[src/rtl/ifetch_ctrl.sv]
// Instruction-fetch sequencer: PC, memory address, one-entry output stage with valid/ready.
// Optional IFETCH_PERF_CNT_EN adds a delivered-instruction counter (fetch_count).
module ifetch_ctrl #(
  parameter logic [31:0] RESET_PC  = 32'h0000_0000,
  parameter int          MEM_BYTES = 160,
  parameter logic [31:0] HALT_WORD = 32'h0000_000C
) (
  input  logic        clk,
  input  logic        reset,
  input  logic        start,
  output logic [31:0] imem_addr,
  input  logic [31:0] imem_instr,
  output logic        out_valid,
  input  logic        out_ready,
  output logic [31:0] out_instr,
  output logic [31:0] out_pc,
  input  logic        redirect_valid,
  input  logic [31:0] redirect_pc,
  output logic        halted,
  output logic        err
`ifdef IFETCH_PERF_CNT_EN
  ,
  output logic [31:0] fetch_count
`endif
);

  localparam logic [1:0] S_IDLE  = 2'd0;
  localparam logic [1:0] S_FETCH = 2'd1;
  localparam logic [1:0] S_HALT  = 2'd2;

  localparam logic [31:0] LAST_WORD = 32'(MEM_BYTES - 4);

  logic [1:0]  state_reg;
  logic [31:0] pc_reg;
  logic        in_range;
  logic        load;
  logic        redirect_take;

  assign in_range      = (pc_reg[1:0] == 2'b00) && (pc_reg <= LAST_WORD);
  assign redirect_take = redirect_valid && (state_reg != S_IDLE);
  assign load          = (state_reg == S_FETCH) && !redirect_valid &&
                         (!out_valid || out_ready) && in_range;

  assign imem_addr = pc_reg;
  assign halted    = (state_reg == S_HALT);

  always_ff @(posedge clk or posedge reset) begin
    if (reset) begin
      state_reg <= S_IDLE;
      pc_reg    <= RESET_PC;
      out_valid <= 1'b0;
      out_instr <= 32'h0;
      out_pc    <= 32'h0;
      err       <= 1'b0;
    end else if (redirect_take) begin
      // Flush wins over a same-cycle handshake: the held word is dropped, not delivered.
      pc_reg    <= {redirect_pc[31:2], 2'b00};
      out_valid <= 1'b0;
      state_reg <= S_FETCH;
      if (redirect_pc[1:0] != 2'b00) err <= 1'b1;
    end else begin
      if (out_valid && out_ready) out_valid <= 1'b0;
      case (state_reg)
        S_IDLE: begin
          if (start) state_reg <= S_FETCH;
        end
        S_FETCH: begin
          if (!in_range) begin
            err       <= 1'b1;
            state_reg <= S_HALT;
          end else if (load) begin
            out_instr <= imem_instr;
            out_pc    <= pc_reg;
            out_valid <= 1'b1;
            if (imem_instr == HALT_WORD) state_reg <= S_HALT;
            else                         pc_reg    <= pc_reg + 32'd4;
          end
        end
        default: begin
        end
      endcase
    end
  end

`ifdef IFETCH_PERF_CNT_EN
  always_ff @(posedge clk or posedge reset) begin
    if (reset)                                      fetch_count <= 32'h0;
    else if (out_valid && out_ready && !redirect_valid) fetch_count <= fetch_count + 32'd1;
  end
`endif

endmodule

[config.mk]
export PLATFORM = sky130hd
export DESIGN_NAME = ifetch_ctrl
export DESIGN_NICKNAME = d
export VERILOG_FILES = /design/src/rtl/ifetch_ctrl.sv
export SDC_FILE = /design/constraint.sdc
export NUM_CORES = 1
export LEC_CHECK = 0
export ABC_CLOCK_PERIOD_IN_PS = 3900
export CAP_MARGIN = 20
export CORE_MARGIN = 1
export CORE_UTILIZATION = 42
export DETAILED_ROUTE_END_ITERATION = 6
export PLACE_DENSITY = 0.8
export SETUP_SLACK_MARGIN = 0.4
export SLEW_MARGIN = 20
export SYNTH_ARGS = -nofsm -noshare
export SYNTH_HDL_FRONTEND = slang
export SYNTH_SLANG_ARGS = --single-unit
[constraint.sdc]
create_clock -name clk -period 3.9 [get_ports clk]
set_input_delay 0.78 -clock clk [delete_from_list [all_inputs] [get_ports clk]]
set_output_delay 0.78 -clock clk [all_outputs]
set_load 0.01 [all_outputs]
# Yosys cells after proc, flatten, opt, wreduce, memory -nomap -nowiden
# Index checks and enable logic that the tools add are counted.
# totals
regBits	100
inputBits	69
# op_classes
reduce_logical	21
addsub	1
eq_ne	9
muxes	20
magnitude_cmp	1
n_bitwise	1
# ops
operator	n
$mux W32	5
$add A32 B3 Y32 const B	1
$eq A32 B4 Y1 const B	1
$le A32 B8 Y1 const B	1
$reduce_and A4 Y1	3
$mux W2	5
$reduce_bool A2 Y1	5
$mux W1	9
$logic_and A1 B1 Y1	6
$logic_not A2 Y1	2
$ne A2 B1 Y1 const B	2
$ne A4 B3 Y1 const B	1
$ne A4 B4 Y1 const B	1
$pmux W2 S2	1
$ne A3 B3 Y1 const B	1
$reduce_and A3 Y1	1
$reduce_bool A3 Y1	1
$eq A2 B1 Y1 const B	1
$eq A2 B2 Y1 const B	1
$logic_not A1 Y1	2
$ne A2 B2 Y1 const B	1
$logic_or A1 B1 Y1	1
$not A1 Y1	1

# Longest topological paths before layout
# logic_depth
depth_word	8
ltp_mapped	8
mapped_depth_nobuf	6

# Least setup slack after synthesis
# Ideal clock, no wire load.
# synth_path
path_kind	input to register
start	in redirect_valid
end	reg pc_reg[6] (netlist: imem_addr[6])
path_stages	6
slack_ns	1.479
arrival_time_ns	2.340
t_required_ns	3.818
cell_sequence	nor3b_2 nand2_1 or4_1 clkbuf_1 or4_1 a31oi_1
# synth_via
elab_chain_cells	6
elab_cells_between_ends	11
classes_between	1 x eq/ne; 1 x mux; 9 x reduce/logical
# synth_lines
item	line	rtl
start: declaration	17	input logic redirect_valid,
$logic_not A1 Y1	41	assign load = (state_reg == S_FETCH) && !redirect_valid &&
$logic_and A1 B1 Y1 (2 in a row)	41	
$logic_and A1 B1 Y1	42	(!out_valid || out_ready) && in_range;
$reduce_bool A2 Y1 (no source line)	n/a	
$reduce_and A4 Y1 (no source line)	n/a	
end signal: assignment	57	pc_reg <= {redirect_pc[31:2], 2'b00};
end signal: assignment	76	else pc_reg <= pc_reg + 32'd4;
end: declaration	34	logic [31:0] pc_reg;
# Several ways; a longest one is shown, not always the timed one.
# A chain may end at the register's enable or synchronous reset.

# Worst setup path after layout
# Ends and elaborated chain as after synthesis.

==> impl_metrics.yaml <==
synth:
  yosysTopAreaCell: "sky130_fd_sc_hd__dfrtp_1"
  synthDistinctLibCells: 36
  yosys.area.top_type_share_pct: 63.1
  mappedNetlistArea_sq_mm: 0.00381
  netlist_instances: 327
  yosys_warnings: 0
  ys_ff_latch: 96
  post-synth-top-count-cell: "sky130_fd_sc_hd__dfrtp_1"
  ffs_w_async_s_r_synth_pct: 100
  post_synth_most_frequent_cells: "96 x sky130_fd_sc_hd__dfrtp_1, 75 x sky130_fd_sc_hd__nand2_1, 38 x sky130_fd_sc_hd__mux2_2, 24 x sky130_fd_sc_hd__and2_1, 14 x sky130_fd_sc_hd__nor4_1"
  synth-edff-count: 0
  synth_sequential_area_ratio_pct: 63.1
  synth_area_leaders: "sky130_fd_sc_hd__dfrtp_1 63%, sky130_fd_sc_hd__mux2_2 11%, sky130_fd_sc_hd__nand2_1 7.4%, sky130_fd_sc_hd__and2_1 3.9%, sky130_fd_sc_hd__nor4_1 2.3%"
  synthFlopType: "sky130_fd_sc_hd__dfrtp_1"
  synthesis.area_per_instance_sq_um: 11.7
min_path:
  worstHoldPathType: "reg2reg"
layout:
  regMostFlops: "out_instr"
  final_nets: 563
  drive_above_1_share_pct: 12.3
  filler_cells_inserted: 709
  finalInstanceArea_sq_mm: 0.00580
  insertedDiodeCount: 0
  largest_reg_flops: 32
  area.growth.synth_to_final_pct: 52.3
drt:
  postRouteWirelength_mm: 9.57
  drt_pass1_iterations: 7
  vias_per_cell: 5.05
  detail_route.iter0.violations: 98
  detailroute.via_count: 3058
  route.detailed.wl_per_inst_um: 15.8
  antenna_violating_nets_post_route: 0
  detail_route.drc_violations: 0
critical_path:
  cp_common_cell: "sky130_fd_sc_hd__or4_1"
  critPathMaxFanout: 11
  cp_num_buf_inv: 1
  critical_path.top_delay_family: "simple AND/OR/NAND/NOR gates"
  cpMaxStageDelayCell: "sky130_fd_sc_hd__or4_1"
  cp_cell_sequence: "clkdlybuf4s50_1 -> nor3b_2 -> nand2_1 -> or4_1 -> or4_1 -> a31oi_1"
  worst_ep_required_time_ps: 4160
  reg2reg_setup_slack_ps: 1210
  slowest_delay_ps: 710
  cp-end-kind: "register"
  worst_ep_arrival_time_ps: 3270
  critical_path.startpoint_type: "input pin"
  path_class: "in2reg"
clock_tree:
  cts.sinks: 96
  cts_resized: 0
  clockBufferDepth: 2
  source_to_sink_clock_delay_at_the_later_pin_of_the_worst_skew_pair_ps: 350
  cts_made_buffers: 9
  htree_levels: 3
  cts.repair_timing.setup_buffer_count: 0
  post_cts_hold_buffer_count: 0
  clkSlewWorstSetupHoldPaths_ps: 80
  clk_root_buffer_cell: "sky130_fd_sc_hd__clkbuf_8"
  tritoncts: "done"
floorplanning:
  design.die.area_sq_mm: 0.00946
  chipHeight_um: 97.2
  rows: 34
  initial_util_pct: 43.5
  boundaryPins: 168
  dieWidth_um: 97.2
  core_area_sq_mm: 0.00876
sta:
  setup_tns_ps: 0
  timing_hold_violations_final: 0
  timing.final.max_slew_violations: 0
  layout_worst_path_cycle_share_pct: 77.1
  timing.final.crit_period_ps: 3010
  hold_ws_ps: 476
  clock_skew_ps: 11.2
  rsz_0062_raised_after_global_routing: "false"
  maxClockFrequency_mhz: 332
  setup_viol: 0
run_status:
  run_status: "finished clean"
global_routing:
  grt.total_usage_pct: 20.7
  grt_first_pass_wirelength_mm: 15.6
  grt_antenna_before_repair: 0
  grt_start_max_net_pins: 42
  first_global_vias: 3219
  grt-ovfl-total: 0
placed_design:
  place.port_buffers: 163
  placed_cell_area_sq_mm: 0.00557
  place_hpwl_mm: 7.05
  gpl.final_weighted_congestion: 0.803
power:
  worst_ir_drop_vdd_mv: 0.188
  pwr_density_cell_mw_per_mm2: 417
  p_leak_nw: 2.67
  total_power_mw: 2.42
run:
  maxCapViolCount: 0
-- where the power goes --
| group | switching, mW | internal, mW |
|---|---|---|
| combinational | 0.228 | 0.272 |
| sequential | 0.0898 | 1.08 |
| clock | 0.326 | 0.428 |
-- per-layer routing --
layer | global-route usage, % | part of all wire, % | up-vias
met2 | 35.5 | 52 | 100
li1 | - | - | 1430
met5 | 0 | 0 | -
met1 | 25.0 | 41 | 1516
met3 | 5.32 | 5.9 | 12
met4 | 8.26 | 1.3 | 0
-- stage by stage --
stage | worst slack, ps | std cells | util [%]
5_1_grt | 797 | 605 | 66.2
4_1_cts | 950 | 605 | 66.2
6_report | 892 | 605 | 66.2
3_5_place_dp | 605 | 589 | 63.6
2_1_floorplan | 615 | 330 | -
3_3_place_gp | 701 | 589 | 63.6
-- logic make-up after synthesis --
kind of cell,Yosys count,synth area share [%]
AOI/OAI and AO/OA,22,3.58
adders and majority gates,2,0.657
buffers and inverters,20,2.40
DFF,96,63.1
muxes,38,11.2
other,1,0.0984
and+or+nand+nor,148,19.0
-- placed cells by master, fill, tap and decap left out, types with 2 or more instances in the layout --
cell type | Yosys | routed
sky130_fd_sc_hd__a21oi_1 | 3 | 3
sky130_fd_sc_hd__nand2_1 | 75 | 75
sky130_fd_sc_hd__dfrtp_1 | 96 | 96
sky130_fd_sc_hd__clkbuf_8 | 0 | 9
sky130_fd_sc_hd__nor2b_1 | 2 | 2
sky130_fd_sc_hd__bufinv_16 | 0 | 3
sky130_fd_sc_hd__ha_1 | 2 | 2
sky130_fd_sc_hd__or3_1 | 2 | 2
sky130_fd_sc_hd__a31oi_1 | 6 | 6
sky130_fd_sc_hd__mux2_2 | 38 | 38
sky130_fd_sc_hd__or4_1 | 3 | 3
sky130_fd_sc_hd__buf_4 | 4 | 5
sky130_fd_sc_hd__nor2_1 | 13 | 13
sky130_fd_sc_hd__clkdlybuf4s50_1 | 0 | 163
sky130_fd_sc_hd__and3_1 | 2 | 2
sky130_fd_sc_hd__o21ai_0 | 6 | 6
sky130_fd_sc_hd__nand4b_1 | 2 | 2
sky130_fd_sc_hd__clkbuf_1 | 11 | 4
sky130_fd_sc_hd__and2_1 | 24 | 24
sky130_fd_sc_hd__nand4_1 | 3 | 3
sky130_fd_sc_hd__nor4_1 | 14 | 13
sky130_fd_sc_hd__conb_1 | 1 | 4
sky130_fd_sc_hd__nand3_1 | 2 | 2
-- worst paths after layout --
| path | cells after the start | to | start |
|---|---|---|---|
| worst max-delay path | 6 | imem_addr[6] | redirect_valid |
| worst min-delay path | 1 | err | err |
| worst max register to register | 6 | imem_addr[6] | imem_addr[2] |
| worst min register to register | 1 | err | err |
| max in group asynchronous | 3 | out_pc[30] | reset |
| min in group asynchronous | 2 | out_instr[11] | reset |
-- final cells by class --
cell class	count	area, sq um	area share [%]
sequential	96	2400	41.4
timing repair buffer	169	1690	29.1
clock inverter	3	90.1	1.55
clock buffer	13	139	2.39
tap	108	135	2.33
inverter	2	10.0	0.172
multi-input combinational	214	1340	23.0
Power figures use the tool's default switching activity.
